[config.mk]
export PLATFORM = sky130hd
export DESIGN_NAME = serial_adder_flat
export DESIGN_NICKNAME = d
export VERILOG_FILES = /design/src/rtl/serial_adder_pkg.sv /design/src/rtl/serial_adder_if.sv /design/src/rtl/serial_adder_full_adder_cell.sv /design/src/rtl/serial_adder.sv /design/src/flat_wrapper.sv
export SDC_FILE = /design/constraint.sdc
export NUM_CORES = 1
export LEC_CHECK = 0
export CORE_ASPECT_RATIO = 2
export CORE_MARGIN = 5
export CORE_UTILIZATION = 50
export DETAILED_ROUTE_END_ITERATION = 10
export GPL_TIMING_DRIVEN = 0
export HOLD_SLACK_MARGIN = 0.03
export PLACE_DENSITY = 0.78
export RECOVER_POWER = 25
export SLEW_MARGIN = 5
export SYNTH_ARGS = -nofsm -noshare
export SYNTH_HDL_FRONTEND = slang
export SYNTH_SLANG_ARGS = --single-unit
[constraint.sdc]
create_clock -name clk -period 1.8 [get_ports clk]
set_input_delay 0.27 -clock clk [delete_from_list [all_inputs] [get_ports clk]]
set_output_delay 0.27 -clock clk [all_outputs]
set_load 0.05 [all_outputs]
[src/rtl/serial_adder_pkg.sv]
`default_nettype none
// ============================================================================
//  Module      : serial_adder_pkg
//  Description : Shared definitions for the bit-serial adder: FSM state
//                encoding, the default operand width and a helper that
//                sizes the bit counter.
//  Revision    : 1.0  initial release
// ============================================================================
package serial_adder_pkg;

  // Default operand/result width; legal range is 2..32.
  localparam int unsigned DEFAULT_WIDTH = 8;

  // Controller states. Encodings are fixed so they can be observed
  // consistently in waveforms and by software-visible debug taps.
  typedef enum logic [1:0] {
    IDLE = 2'd0,
    RUN  = 2'd1,
    DONE = 2'd2
  } state_e;

  // Bit counter width. One bit wider than strictly needed so the counter
  // can represent WIDTH itself and never wraps, even at WIDTH=32.
  function automatic int unsigned cnt_width(input int unsigned width);
    return $clog2(width) + 1;
  endfunction

endpackage : serial_adder_pkg
`default_nettype wire

[src/rtl/serial_adder_if.sv]
`default_nettype none
// ============================================================================
//  Module      : serial_adder_if
//  Description : Request/result bundle of the bit-serial adder.
//                master : operand source (drives start/a/b/cin, sees results)
//                slave  : the adder itself
//  Signals     : start        request, sampled on rising clk
//                a, b         operands, captured when start is accepted
//                cin          initial carry-in, captured with the operands
//                busy         addition in progress
//                done         one-cycle result-valid pulse
//                sum, cout    result word and final carry, held until the
//                             first bit edge of the next operation
//                ovf          signed overflow (only with OVERFLOW_EN)
//  Config      : OVERFLOW_EN  adds the ovf signal
//  Revision    : 1.0  initial release
// ============================================================================
interface serial_adder_if
  import serial_adder_pkg::*;
#(
  parameter int unsigned WIDTH = DEFAULT_WIDTH
) ();

  logic             start;
  logic [WIDTH-1:0] a;
  logic [WIDTH-1:0] b;
  logic             cin;
  logic             busy;
  logic             done;
  logic [WIDTH-1:0] sum;
  logic             cout;
`ifdef OVERFLOW_EN
  logic             ovf;

  modport master (
    output start, a, b, cin,
    input  busy, done, sum, cout, ovf
  );

  modport slave (
    input  start, a, b, cin,
    output busy, done, sum, cout, ovf
  );
`else
  modport master (
    output start, a, b, cin,
    input  busy, done, sum, cout
  );

  modport slave (
    input  start, a, b, cin,
    output busy, done, sum, cout
  );
`endif

endinterface : serial_adder_if
`default_nettype wire

[src/rtl/serial_adder_full_adder_cell.sv]
`default_nettype none
// ============================================================================
//  Module      : full_adder_cell
//  Description : Gate-level one-bit full adder built from xor/and/or
//                primitives. Purely combinational.
//  Ports       : D1, D2   operand bits
//                Cin      carry in
//                Sum_out  D1 ^ D2 ^ Cin
//                Cout     generate | (propagate & Cin)
//  Revision    : 1.0  initial release
// ============================================================================
module full_adder_cell (
  input  wire D1,
  input  wire D2,
  input  wire Cin,
  output wire Sum_out,
  output wire Cout
);

  wire w_prop;  // propagate: D1 ^ D2
  wire w_gen;   // generate:  D1 & D2
  wire w_pc;    // propagated carry: propagate & Cin

  xor u_xor_prop (w_prop, D1, D2);
  xor u_xor_sum  (Sum_out, w_prop, Cin);
  and u_and_gen  (w_gen, D1, D2);
  and u_and_pc   (w_pc, w_prop, Cin);
  or  u_or_cout  (Cout, w_gen, w_pc);

endmodule : full_adder_cell
`default_nettype wire

[src/rtl/serial_adder.sv]
`default_nettype none
// ============================================================================
//  Module      : serial_adder
//  Description : Bit-serial LSB-first adder. A single full_adder_cell is
//                applied once per clock with its carry registered and fed
//                back. Operands are shifted out of two shift registers and
//                the sum bits are shifted into the MSB of a result shift
//                register, so after WIDTH bit edges the result register holds
//                the full parallel word.
//  Ports       : clk      rising-edge clock
//                rst_n    asynchronous active-low reset
//                bus      serial_adder_if.slave (start/a/b/cin in,
//                         busy/done/sum/cout[/ovf] out)
//  Parameters  : WIDTH    operand width, 2..32; must match the WIDTH of the
//                         connected interface instance
//  Config      : OVERFLOW_EN  adds the registered signed-overflow output ovf
//  Timing      : start accepted on edge 0, bits processed on edges 1..WIDTH,
//                done pulses in the cycle after edge WIDTH (WIDTH+1 clocks).
//                All outputs come straight from registers.
//  Revision    : 1.0  initial release
// ============================================================================
module serial_adder
  import serial_adder_pkg::*;
#(
  parameter int unsigned WIDTH = DEFAULT_WIDTH
) (
  input  wire            clk,
  input  wire            rst_n,
  serial_adder_if.slave  bus
);

  localparam int unsigned       CNT_W    = cnt_width(WIDTH);
  localparam logic [CNT_W-1:0]  CNT_LAST = CNT_W'(WIDTH - 1);

  // --------------------------------------------------------------------------
  // State
  // --------------------------------------------------------------------------
  state_e             state_q, state_d;
  logic [WIDTH-1:0]   sa_q, sa_d;     // operand A shift register
  logic [WIDTH-1:0]   sb_q, sb_d;     // operand B shift register
  logic [WIDTH-1:0]   sum_q, sum_d;   // result shift register (also the output)
  logic               c_q, c_d;       // running carry
  logic [CNT_W-1:0]   cnt_q, cnt_d;   // bits processed so far
  logic               cout_q, cout_d; // final carry, held with the result
  logic               busy_q, busy_d;
  logic               done_q, done_d;
`ifdef OVERFLOW_EN
  logic               ovf_q, ovf_d;
`endif

  // --------------------------------------------------------------------------
  // The single full-adder cell of the datapath
  // --------------------------------------------------------------------------
  wire fa_sum;
  wire fa_cout;

  full_adder_cell u_fa (
    .D1      (sa_q[0]),
    .D2      (sb_q[0]),
    .Cin     (c_q),
    .Sum_out (fa_sum),
    .Cout    (fa_cout)
  );

  // --------------------------------------------------------------------------
  // Next-state / datapath logic
  // --------------------------------------------------------------------------
  always_comb begin
    state_d = state_q;
    sa_d    = sa_q;
    sb_d    = sb_q;
    sum_d   = sum_q;
    c_d     = c_q;
    cnt_d   = cnt_q;
    cout_d  = cout_q;
`ifdef OVERFLOW_EN
    ovf_d   = ovf_q;
`endif

    unique case (state_q)
      IDLE: begin
        if (bus.start) begin
          // sum/cout are deliberately left alone: the previous result stays
          // visible until the first bit edge of this operation.
          sa_d    = bus.a;
          sb_d    = bus.b;
          c_d     = bus.cin;
          cnt_d   = '0;
          state_d = RUN;
        end
      end

      RUN: begin
        sa_d  = {1'b0, sa_q[WIDTH-1:1]};
        sb_d  = {1'b0, sb_q[WIDTH-1:1]};
        sum_d = {fa_sum, sum_q[WIDTH-1:1]};
        c_d   = fa_cout;
        cnt_d = cnt_q + CNT_W'(1);
        if (cnt_q == CNT_LAST) begin
          // MSB edge: capture the final carry into its own holding register
          // so that reloading c with cin on the next start cannot disturb it.
          cout_d  = fa_cout;
`ifdef OVERFLOW_EN
          // Two's-complement overflow: carry into MSB differs from carry out.
          ovf_d   = c_q ^ fa_cout;
`endif
          state_d = DONE;
        end
      end

      DONE: begin
        if (bus.start) begin
          sa_d    = bus.a;
          sb_d    = bus.b;
          c_d     = bus.cin;
          cnt_d   = '0;
          state_d = RUN;
        end else begin
          state_d = IDLE;
        end
      end

      default: begin
        state_d = IDLE;
      end
    endcase

    // Status flags are registered copies of the next state so that busy and
    // done change on the same edge as the state itself.
    busy_d = (state_d == RUN);
    done_d = (state_d == DONE);
  end

  // --------------------------------------------------------------------------
  // Registers
  // --------------------------------------------------------------------------
  always_ff @(posedge clk or negedge rst_n) begin
    if (!rst_n) begin
      state_q <= IDLE;
      sa_q    <= '0;
      sb_q    <= '0;
      sum_q   <= '0;
      c_q     <= 1'b0;
      cnt_q   <= '0;
      cout_q  <= 1'b0;
      busy_q  <= 1'b0;
      done_q  <= 1'b0;
`ifdef OVERFLOW_EN
      ovf_q   <= 1'b0;
`endif
    end else begin
      state_q <= state_d;
      sa_q    <= sa_d;
      sb_q    <= sb_d;
      sum_q   <= sum_d;
      c_q     <= c_d;
      cnt_q   <= cnt_d;
      cout_q  <= cout_d;
      busy_q  <= busy_d;
      done_q  <= done_d;
`ifdef OVERFLOW_EN
      ovf_q   <= ovf_d;
`endif
    end
  end

  // --------------------------------------------------------------------------
  // Outputs
  // --------------------------------------------------------------------------
  assign bus.busy = busy_q;
  assign bus.done = done_q;
  assign bus.sum  = sum_q;
  assign bus.cout = cout_q;
`ifdef OVERFLOW_EN
  assign bus.ovf  = ovf_q;
`endif

endmodule : serial_adder
`default_nettype wire

[src/flat_wrapper.sv]
// flat-port wrapper written by rule: the top's interface ports become plain ports
module serial_adder_flat import serial_adder_pkg::*;
#(
  parameter int unsigned WIDTH = DEFAULT_WIDTH
)
  (clk, rst_n, bus_start, bus_a, bus_b, bus_cin, bus_busy, bus_done, bus_sum, bus_cout);
  serial_adder_if #(.WIDTH(WIDTH)) bus_i ();
  input  wire clk;
  input  wire rst_n;
  input wire logic [$bits(bus_i.start)-1:0] bus_start;
  input wire logic [$bits(bus_i.a)-1:0] bus_a;
  input wire logic [$bits(bus_i.b)-1:0] bus_b;
  input wire logic [$bits(bus_i.cin)-1:0] bus_cin;
  output wire logic [$bits(bus_i.busy)-1:0] bus_busy;
  output wire logic [$bits(bus_i.done)-1:0] bus_done;
  output wire logic [$bits(bus_i.sum)-1:0] bus_sum;
  output wire logic [$bits(bus_i.cout)-1:0] bus_cout;
  assign bus_i.start = bus_start;
  assign bus_i.a = bus_a;
  assign bus_i.b = bus_b;
  assign bus_i.cin = bus_cin;
  assign bus_busy = bus_i.busy;
  assign bus_done = bus_i.done;
  assign bus_sum = bus_i.sum;
  assign bus_cout = bus_i.cout;
  serial_adder #(.WIDTH(WIDTH)) u_core (.clk(clk), .rst_n(rst_n), .bus(bus_i));
endmodule
==> flow_summary.rst <==
.. list-table::
   :header-rows: 1

   * - Metric
     - Value
   * - Count of warnings emitted by yosys
     - 0
   * - Ratio of routed vias to standard cells
     - 5.557
   * - Post-route clock period utilization
     - 0.9606
   * - Largest net degree at the start of global routing
     - 35
   * - Leak pwr
     - 0.8976 nW
   * - WL final
     - 2.704 mm
   * - Type of origin of the critical path
     - flip-flop
   * - Vias after detailed routing
     - 978
   * - Mapped Cells
     - 109
   * - Achievable frequency
     - 578.3 MHz
   * - Outcome
     - completed
   * - Signed area change from the synthesized netlist to the final layout
     - 26.43%
   * - Number of nets with antenna violations after routing
     - 0
   * - Post-CTS Resized
     - 0
   * - Fraction of layout cells with a size suffix above 1
     - 0.3724
   * - Finish-stage setup viols
     - 0
   * - Avg Synthesized Cell Area
     - 14.46 um2
   * - Crit path required time
     - 1.53 ns
   * - Post-synth EDFFs
     - 0
   * - Cell variety after synth
     - 24
   * - Setup crit start
     - u_core.bus.sum[7]
   * - # rows
     - 29
   * - Clock tree from TritonCTS
     - done
   * - Area of the mapped netlist
     - 0.001577 mm2
   * - Number of setup buffers added after CTS
     - 0
   * - Synth Register Bits
     - 34
   * - Initial core utilization
     - 0.5052
   * - I/O Buffers
     - 30
   * - Total nets after synthesis
     - 131
   * - IR drop worst, VDD
     - 1.040 mV
   * - Most common flop cell mapped by yosys
     - dfrtp_1
   * - Highest-delay cell along the critical path
     - clkdlybuf4s50_1
   * - Critical setup path kind
     - flip-flop to output pin
   * - Height of the die
     - 89.41 um
   * - DRC violation count after routing
     - 0
   * - Clk sink count
     - 34
   * - Fin. Hold Viols
     - 0
   * - Smallest hold slack
     - 0.07859 ns
   * - Hold-fix buffers at CTS
     - 0
   * - Final HPWL DP
     - 2.061 mm
   * - Top Family by Delay on Critical Path
     - buffers and inverters
   * - CTS HTree Levels
     - 2
   * - Placer congestion estimate
     - 0.7354
   * - Worst skew pair latency
     - 0.27 ns
   * - Top Ports
     - 31
   * - Buffer type at the clock tree root
     - clkbuf_8
   * - Critical path cell sequence
     - clkdlybuf4s50_1
   * - Remaining Overflow, GRT
     - 0
   * - Sequential element share of the synthesized area
     - 0.5397
   * - Core box area
     - 0.003120 mm2
   * - Total global-route track usage
     - 0.1402
   * - Reg2reg start
     - u_core.state_q[0]
   * - Worst hold-check path type
     - primary input to asynchronous set/reset pin
   * - Worst path buffer plus inverter count
     - 1
   * - Number of max-slew violations in the final report
     - 0
   * - Share of the core filled with cells in the final layout
     - 0.6387
   * - Detail-routed net length per standard cell
     - 15.36 um
   * - Die boundary width
     - 49.71 um
   * - First-pass GRT wire length
     - 4.754 mm
   * - Initial DRC count
     - 11
   * - Crit path capture type
     - output pin
   * - Clock buffer count from CTS
     - 5
   * - Count of antenna diodes in the layout
     - 0
   * - Highest net fanout along the worst path
     - 3
   * - Number of buffers on the longest clock path
     - 2
   * - Arrival time of the worst setup path
     - 1.46 ns
   * - First-pass iteration count of the detailed router
     - 5
   * - Number of nets in the finished design
     - 168
   * - Peak per-stage delay on the critical path
     - 0.81 ns
   * - Transition time at the pin with the least slew margin
     - 0.8155 ns
   * - Crit path time final
     - 1.729 ns
   * - Depth of the most critical reg-to-reg path
     - 4
   * - Slew Limit Headroom
     - 0.4563
   * - Post-Route Skew
     - 0.003601 ns
   * - Cell depth of the worst setup path
     - 1
   * - Vias in the first global route
     - 1023
   * - Max-Cap Viols
     - 0
   * - Power per cell area
     - 1968 mW/mm2
   * - Number of antenna violations at the first check in global routing
     - 0
   * - Full die area
     - 0.004444 mm2
   * - Setup repair after global routing missed its margin
     - false
   * - FFs w/ async S/R, synth
     - 1.000
   * - Clock-pin slew on the worst setup and hold paths
     - 0.06 ns
[state kept, by name, summed over array words and instances (netlist names)]
signal and count:
u_core.bus.busy 1, u_core.sb_q 8, u_core.c_q 1, u_core.bus.cout 1
u_core.bus.sum 8, u_core.sa_q 8, u_core.bus.done 1, u_core.cnt_q 4
u_core.state_q 2
[cell usage in the layout, fill, tap and decap left out, drive strengths merged]
cell type / count
nor3: 2
clkdlybuf4s50: 29
a21oi: 1
nand4b: 1
nand2b: 2
o21ai: 6
nor3b: 1
clkbuf: 7
nand2: 3
buf: 5
a22o: 1
nor2: 2
inv: 2
mux2: 39
fa: 1
o22ai: 1
xnor2: 1
nand3: 4
ha: 1
mux2i: 2
dfrtp: 34
[where the power goes]
part / total, W / internal [W] / switching (W)
clock network: 0.000539 / 0.000295 / 0.000244
logic: 0.00202 / 0.00106 / 0.000962
registers: 0.00137 / 0.00113 / 0.000236
[kinds of logic after synthesis]
| group | synth area share |
|---|---|
| compound gates | 0.03175 |
| fa+ha+maj | 0.02063 |
| mux | 0.3151 |
| buf+inv | 0.02857 |
| flops | 0.5397 |
| xor+xnor | 0.005557 |
| simple gates | 0.05874 |
[worst register-to-register path, cell delays in order (launching register included)]
cell      delay, ns
dfrtp_1        0.44
nand2b_2       0.28
nand2_4        0.15
buf_6          0.19
mux2_4         0.31
[layout make-up]
cell class | count | area (um2)
buffer | 5 | 37.54
clock buffer | 6 | 82.58
multi-input combinational | 68 | 680.7
fill | 253 | 1127
tap | 31 | 38.79
inverter | 2 | 7.507
timing repair buffer | 30 | 295.3
sequential | 34 | 850.8
[Yosys cell counts (2+ instances only)]
master / instances / share of area
buf_2: 3 / 0.0095
buf_6: 2 / 0.014
dfrtp_1: 34 / 0.54
inv_1: 2 / 0.0048
mux2_2: 29 / 0.21
mux2_4: 10 / 0.095
mux2i_1: 2 / 0.013
nand2_1: 2 / 0.0048
nand3_1: 4 / 0.013
nor2_1: 2 / 0.0048
o21ai_0: 6 / 0.019
[final timing paths]
kind | endpoint | slack, ns
worst max-delay path | bus_sum[7] | 0.07
worst min-delay path | u_core.cnt_q[0] | 0.08
worst max register to register | u_core.sa_q[6] | 0.31
worst min register to register | u_core.sa_q[5] | 0.51
max in group asynchronous | u_core.sa_q[3] | 1.21
min in group clk | u_core.sa_q[5] | 0.51
[metrics by stage]
stage	std cells	worst slack, ns	TNS, ns	area (um2)	total power (W)
3_3_place_gp	170	-0.1833	-6.171	1916	0.003339
3_5_place_dp	170	-0.001282	-0.001282	1911	0.003425
6_report	176	0.07084	0	1993	0.003923
4_1_cts	176	0.05780	0	1993	0.003979
5_1_grt	176	0.03065	0	1993	0.004181
2_1_floorplan	109	0.3766	0	1577	0.002892
[per-layer routing]
layer,vias to the layer above,track usage,routed length (um)
li1,457,-,-
met3,5,0.04007,171
met5,-,0,0
met2,29,0.2494,1516
met1,487,0.1515,980
met4,0,0.06205,36
Power figures use the tool's default switching activity.
